$ cat config.mk
export PLATFORM = sky130hd
export DESIGN_NAME = lcd_access_arbiter
export DESIGN_NICKNAME = d
export VERILOG_FILES = /design/src/rtl/lcd_access_arbiter.sv
export SDC_FILE = /design/constraint.sdc
export NUM_CORES = 1
export LEC_CHECK = 0
export CORE_ASPECT_RATIO = 1.5
export CORE_MARGIN = 2
export CORE_UTILIZATION = 54
export DETAILED_ROUTE_END_ITERATION = 6
export GPL_ROUTABILITY_DRIVEN = 0
export GPL_TIMING_DRIVEN = 1
export PLACE_DENSITY_LB_ADDON = 0.12
export SLEW_MARGIN = 20
export SYNTH_ARGS = -nofsm -noshare
export SYNTH_HDL_FRONTEND = slang
export SYNTH_SLANG_ARGS = --single-unit
$ cat constraint.sdc
create_clock -name clock -period 2.35 [get_ports clock]
set_input_delay 0.47 -clock clock [delete_from_list [all_inputs] [get_ports clock]]
set_output_delay 0.47 -clock clock [all_outputs]
set_load 0.01 [all_outputs]
$ cat src/rtl/lcd_access_arbiter.sv
`default_nettype none
// ============================================================================
// Module      : lcd_access_arbiter
// Description : Shares one HD44780-style character LCD between NUM_REQ token
//               producers. Runs the power-on init sequence, then grants
//               requesters round-robin and writes one full display line per
//               grant: a DDRAM address command followed by the characters.
//               Optional macro LCD_HEX_EN: show each 16-bit token as 4 hex
//               characters instead of 16 binary characters.
// Revision    : 1.0 - initial release
// ============================================================================
module lcd_access_arbiter #(
    parameter int NUM_REQ     = 2,
    parameter int EN_CYCLES   = 2,
    parameter int WAIT_CYCLES = 4,
    parameter int CLEAR_WAIT  = 8
) (
    input  logic                    clock,
    input  logic                    reset_n,
    input  logic [NUM_REQ-1:0]      req,
    input  logic [16*NUM_REQ-1:0]   entry_data,
    output logic [NUM_REQ-1:0]      ack,
    output logic                    busy,
    output logic                    enable,
    output logic [7:0]              lcd_data,
    output logic                    rs,
    output logic                    rw,
    output logic                    on
);

    localparam int CW = 16;
`ifdef LCD_HEX_EN
    localparam int NCHAR = 4;
    localparam int CCW   = 2;
`else
    localparam int NCHAR = 16;
    localparam int CCW   = 4;
`endif

    typedef enum logic [2:0] {ST_INIT, ST_IDLE, ST_ADDR, ST_CHAR, ST_DONE} state_t;
    typedef enum logic [1:0] {PH_NONE, PH_SETUP, PH_PULSE, PH_HOLD} phase_t;

    state_t             state_q;
    phase_t             ph_q;
    logic [CW-1:0]      cnt_q;
    logic [1:0]         init_idx_q;
    logic [CCW-1:0]     char_cnt_q;
    logic [15:0]        tok_q;
    logic [1:0]         ptr_q;
    logic [7:0]         lcd_data_q;
    logic               rs_q;
    logic               en_q;
    logic               on_q;
    logic               busy_q;
    logic [NUM_REQ-1:0] ack_q;

    logic [3:0]         req_pad;
    logic [63:0]        data_pad;
    logic [1:0]         rr_idx;
    logic               gnt_vld_d;
    logic [1:0]         gnt_d;
    logic [15:0]        gnt_tok_d;
    logic               wr_done;
    logic               is_clear;

    assign req_pad  = 4'(req);
    assign data_pad = 64'(entry_data);
    assign wr_done  = (ph_q == PH_HOLD) && (cnt_q == '0);
    assign is_clear = (state_q == ST_INIT) && (init_idx_q == 2'd3);

    assign ack      = ack_q;
    assign busy     = busy_q;
    assign enable   = en_q;
    assign lcd_data = lcd_data_q;
    assign rs       = rs_q;
    assign rw       = 1'b0;
    assign on       = on_q;

    // Power-on command list; the last entry is the slow clear-display.
    function automatic logic [7:0] init_cmd(input logic [1:0] idx);
        case (idx)
            2'd0:    init_cmd = 8'h38;
            2'd1:    init_cmd = 8'h0C;
            2'd2:    init_cmd = 8'h06;
            default: init_cmd = 8'h01;
        endcase
    endfunction

    // Character for position c of the token (c counts down to 0, so the
    // highest position is the most significant digit).
    function automatic logic [7:0] char_of(input logic [15:0] tok, input logic [CCW-1:0] c);
        logic [15:0] sh;
`ifdef LCD_HEX_EN
        logic [3:0]  nib;
        sh  = tok >> {c, 2'b00};
        nib = sh[3:0];
        char_of = (nib < 4'd10) ? (8'h30 + {4'h0, nib}) : (8'h37 + {4'h0, nib});
`else
        sh  = tok >> c;
        char_of = {7'b0011000, sh[0]};
`endif
    endfunction

    // Round-robin search starting just after the last granted requester;
    // scanning from the far end lets the nearest pending requester win.
    always_comb begin
        gnt_vld_d = 1'b0;
        gnt_d     = ptr_q;
        rr_idx    = ptr_q;
        for (int k = NUM_REQ; k >= 1; k--) begin
            rr_idx = 2'((int'(ptr_q) + k) % NUM_REQ);
            if (req_pad[rr_idx]) begin
                gnt_vld_d = 1'b1;
                gnt_d     = rr_idx;
            end
        end
        gnt_tok_d = 16'(data_pad >> {gnt_d, 4'b0000});
    end

    // Controller FSM plus write engine; a new write is launched by loading
    // lcd_data/rs and entering SETUP on the edge that ends the previous one.
    always_ff @(posedge clock or negedge reset_n) begin
        if (!reset_n) begin
            state_q    <= ST_INIT;
            ph_q       <= PH_NONE;
            cnt_q      <= '0;
            init_idx_q <= 2'd0;
            char_cnt_q <= '0;
            tok_q      <= 16'h0000;
            ptr_q      <= 2'(NUM_REQ - 1);
            lcd_data_q <= 8'h00;
            rs_q       <= 1'b0;
            en_q       <= 1'b0;
            on_q       <= 1'b0;
            busy_q     <= 1'b1;
            ack_q      <= '0;
        end else begin
            on_q  <= 1'b1;
            ack_q <= '0;

            case (ph_q)
                PH_SETUP: begin
                    en_q  <= 1'b1;
                    ph_q  <= PH_PULSE;
                    cnt_q <= CW'(EN_CYCLES - 1);
                end
                PH_PULSE: begin
                    if (cnt_q == '0) begin
                        en_q  <= 1'b0;
                        ph_q  <= PH_HOLD;
                        cnt_q <= is_clear ? CW'(CLEAR_WAIT - 1) : CW'(WAIT_CYCLES - 1);
                    end else begin
                        cnt_q <= cnt_q - CW'(1);
                    end
                end
                PH_HOLD: begin
                    if (cnt_q != '0) cnt_q <= cnt_q - CW'(1);
                end
                default: ;
            endcase

            case (state_q)
                ST_INIT: begin
                    if (ph_q == PH_NONE) begin
                        lcd_data_q <= init_cmd(init_idx_q);
                        rs_q       <= 1'b0;
                        ph_q       <= PH_SETUP;
                    end else if (wr_done) begin
                        if (init_idx_q == 2'd3) begin
                            state_q <= ST_IDLE;
                            busy_q  <= 1'b0;
                            ph_q    <= PH_NONE;
                        end else begin
                            init_idx_q <= init_idx_q + 2'd1;
                            lcd_data_q <= init_cmd(init_idx_q + 2'd1);
                            ph_q       <= PH_SETUP;
                        end
                    end
                end
                ST_IDLE: begin
                    if (gnt_vld_d) begin
                        tok_q      <= gnt_tok_d;
                        ptr_q      <= gnt_d;
                        state_q    <= ST_ADDR;
                        busy_q     <= 1'b1;
                        lcd_data_q <= {1'b1, gnt_d[0], 6'b000000};
                        rs_q       <= 1'b0;
                        ph_q       <= PH_SETUP;
                    end
                end
                ST_ADDR: begin
                    if (wr_done) begin
                        state_q    <= ST_CHAR;
                        char_cnt_q <= CCW'(NCHAR - 1);
                        lcd_data_q <= char_of(tok_q, CCW'(NCHAR - 1));
                        rs_q       <= 1'b1;
                        ph_q       <= PH_SETUP;
                    end
                end
                ST_CHAR: begin
                    if (wr_done) begin
                        if (char_cnt_q == '0) begin
                            state_q <= ST_DONE;
                            ack_q   <= NUM_REQ'(1) << ptr_q;
                            ph_q    <= PH_NONE;
                        end else begin
                            char_cnt_q <= char_cnt_q - CCW'(1);
                            lcd_data_q <= char_of(tok_q, char_cnt_q - CCW'(1));
                            ph_q       <= PH_SETUP;
                        end
                    end
                end
                default: begin
                    state_q <= ST_IDLE;
                    busy_q  <= 1'b0;
                end
            endcase
        end
    end

endmodule
`default_nettype wire

==> reports/results.txt <==
# IOs - 51
Syn_nets - 372
GRT Total Usage - 0.227
IO buf count - 49
Adder-Cell Fraction of Synth Area - 0.0487
Synth Register Bits - 58
Die ar. - 0.00684 mm2
Crit start category - register
Clock power share - 0.212
Seq/Total Area, Yosys - 0.435
First-pass GRT wire length - 11,600 um
TritonRoute pass-1 iters - 4
Main flop type after synthesis - dfrtp_1
Number of flops mapped to enable cells by yosys - 0
Arr. time, crit path - 2.40 ns
Synth Area in XOR/XNOR - 0.0498
Post-Synthesis Cell Area - 0.00334 mm2
YS warnings - 0
Post-CTS Setup Bufs - 0
Post-layout net count - 427
Initial antenna violation count - 0
Worst Setup End Kind - register
Mux contribution to synthesized area - 0.115
Synth cell types - 58
CTS tree - built
CP Max Fanout - 8
Largest net degree at the start of global routing - 59
Routed wire length - 6930 um
Crit Path Category - reg2reg
Antenna Cells - 0
DP Worst Slack - 0.102 ns
Fin. Hold Viols - 0
Pwr dens - 1170 mW/mm2
H-tree depth - 3
Synth async-reset ratio - 1.00
Setup TNS - 0 ns
Worst VDD drop - 0.695 mV
Logic gate share of total power - 0.433
Starting density of the core - 0.553
Max Root-Sink Buffers - 2
Flop pwr share - 0.355
Slew @ Worst Pin - 0.627 ns
Die Height - 100 um
Pint - 3.04 mW
RSZ-0062 raised after global routing - no
CTS sink cnt - 58
Vias post-DR - 2,560
Slew HR - 0.578
Core box area - 0.00604 mm2
Largest area contributor in the netlist - dfrtp_1
Setup violations, final - 0
Cells after Synth - 323
Number of CTS-inserted buffers - 9
Post-synthesis simple-gate area fraction - 0.195
Number of DRC markers in iteration 0 - 112
CP required - 2.57 ns
Met2 wire length - 3800 um
Cts hold-fix bufs - 0
P_sw - 1.76 mW
Remaining Overflow, GRT - 0
Pins over their slew limit - 0
Remaining DRCs - 0
Share of post-route cells with drive strength above 1 - 0.133
Wirelength per Cell - 15.2 um
Setup ws final - 0.167 ns
Worst-skew pair later-pin latency - 0.34 ns
Post-CTS sizing - 0
Sw Ratio - 0.367
Vias per cell - 5.60
Met3 wire len - 270 um
DRT antenna net count - 0
Clock slew at reported path FFs - 0.07 ns
Min-Delay Path Class - in2async
Final period util - 0.929
Status - completed
Max layer used - met4
Vias in the first global route - 2,534
Max-Cap Viols - 0
FP Rows - 35
Max Freq - 458 MHz
Pleak - 1.82 nW
Main combinational cell family by area after synthesis - simple AND/OR/NAND/NOR gates
Die W - 68.2 um
Clk root buf - clkbuf_8
Tmin final - 2.18 ns
Skew final - 0.00864 ns
Average cell area after synthesis - 10.3 um2
Synth area leaders - dfrtp_1 (42%), mux2i_1 (5.7%), nor2_1 (5.6%)
M1 WL - 2680 um
Area delta synth->final - 23.2%
Compound-Gate Fraction of Synth Area - 0.103
Dpl hpwl - 5130 um
Share of the synthesized area in the top cell type - 0.419
routing by layer:
metal,vias up,track usage
met5,-,0
met3,12,0.0426
met1,1221,0.253
met2,72,0.402
li1,1255,-
met4,0,0.111
registers in the layout, summed over array words and instances, names as in the netlist:
signal,count
init_idx_q,2
on,1
tok_q,16
lcd_data,7
rs,1
state_q,3
char_cnt_q,4
ph_q,2
ptr_q,2
cnt_q,16
busy,1
ack,2
enable,1
synth_stat cells (5+ instances only):
master	number
dfrtp_1	56
nor2_1	50
a21oi_1	25
mux2i_1	19
o21ai_0	16
xor2_1	15
ha_1	13
inv_1	12
nand2_1	10
nand3_1	8
mux2_2	7
clkbuf_1	5
nor3_1	5
per-stage QoR:
| step | util | std cells | instance area [um2] | power [mW] | hold slack (ns) |
|---|---|---|---|---|---|
| finish | 0.681 | 457 | 4120 | 4.80 | 0.119 |
| floorplan | - | 323 | 3340 | 3.19 | 0.174 |
| CTS | 0.681 | 457 | 4120 | 4.85 | 0.140 |
| detailed placement | 0.645 | 441 | 3900 | 3.81 | 0.448 |
| global route | 0.681 | 457 | 4120 | 5.15 | 0.141 |
| global placement | 0.645 | 441 | 3900 | 3.75 | 0.447 |
kinds of logic (layout without fill, tap and decap cells):
kind of cell	Yosys count	in the layout
other	2	2
and+or+nand+nor	114	114
buffers and inverters	29	89
muxes	31	31
DFF	58	58
xor gates and xnor gates	19	19
AOI/OAI and AO/OA	57	57
adders and majority gates	13	13
final cells by class:
type,count,area [um2]
Fill cell,475,1930
Timing Repair Buffer,60,581
Sequential cell,58,1450
Inverter,13,48.8
Tap cell,74,92.6
Clock inverter,5,77.6
Clock buffer,11,141
Multi-Input combinational cell,236,1720
power by group through the flow:
stage,sequential (mW),clock (mW),combinational [mW]
floorplan,1.64,0,1.56
global placement,1.71,0,2.05
global route,1.75,1.09,2.31
CTS,1.71,1.04,2.11
finish,1.70,1.02,2.08
detailed placement,1.72,0,2.09
placed cells by master (no fill, tap or decap), types with 3 or more instances in the layout:
cell type	instances
inv_1	12
mux4_1	4
nor3_1	5
dfrtp_1	56
nand4b_1	3
xnor2_1	4
clkbuf_8	10
mux2_2	7
o21ai_0	15
buf_4	10
nand2b_1	3
a21oi_1	25
xor2_1	15
mux2i_1	19
clkdlybuf4s50_1	48
nand2_1	10
nand4_1	4
nor4_4	3
nor2b_1	4
ha_1	13
nand3_1	8
nor2_1	50
a31oi_1	3
critical path, cell delays in order (launching register included):
cell	delay (ns)
dfrtp_1	0.39
inv_1	0.08
ha_1	0.20
nor3b_1	0.28
a21o_1	0.22
o21ai_0	0.12
a21oi_2	0.39
mux2_2	0.39
path summary, 6_finish.rpt:
check	startpoint	end	slack, ns	cells past startpoint
hold reg to reg	ptr_q[1]	ack[0]	0.46	1
min in group clock	ptr_q[1]	ack[0]	0.46	1
setup reg to reg	char_cnt_q[1]	lcd_data[1]	0.17	7
hold / removal	reset_n	cnt_q[0]	0.12	2
setup / recovery	char_cnt_q[1]	lcd_data[1]	0.17	7
max in group asynchronous	reset_n	ptr_q[0]	1.91	2
Power figures use the tool's default switching activity.
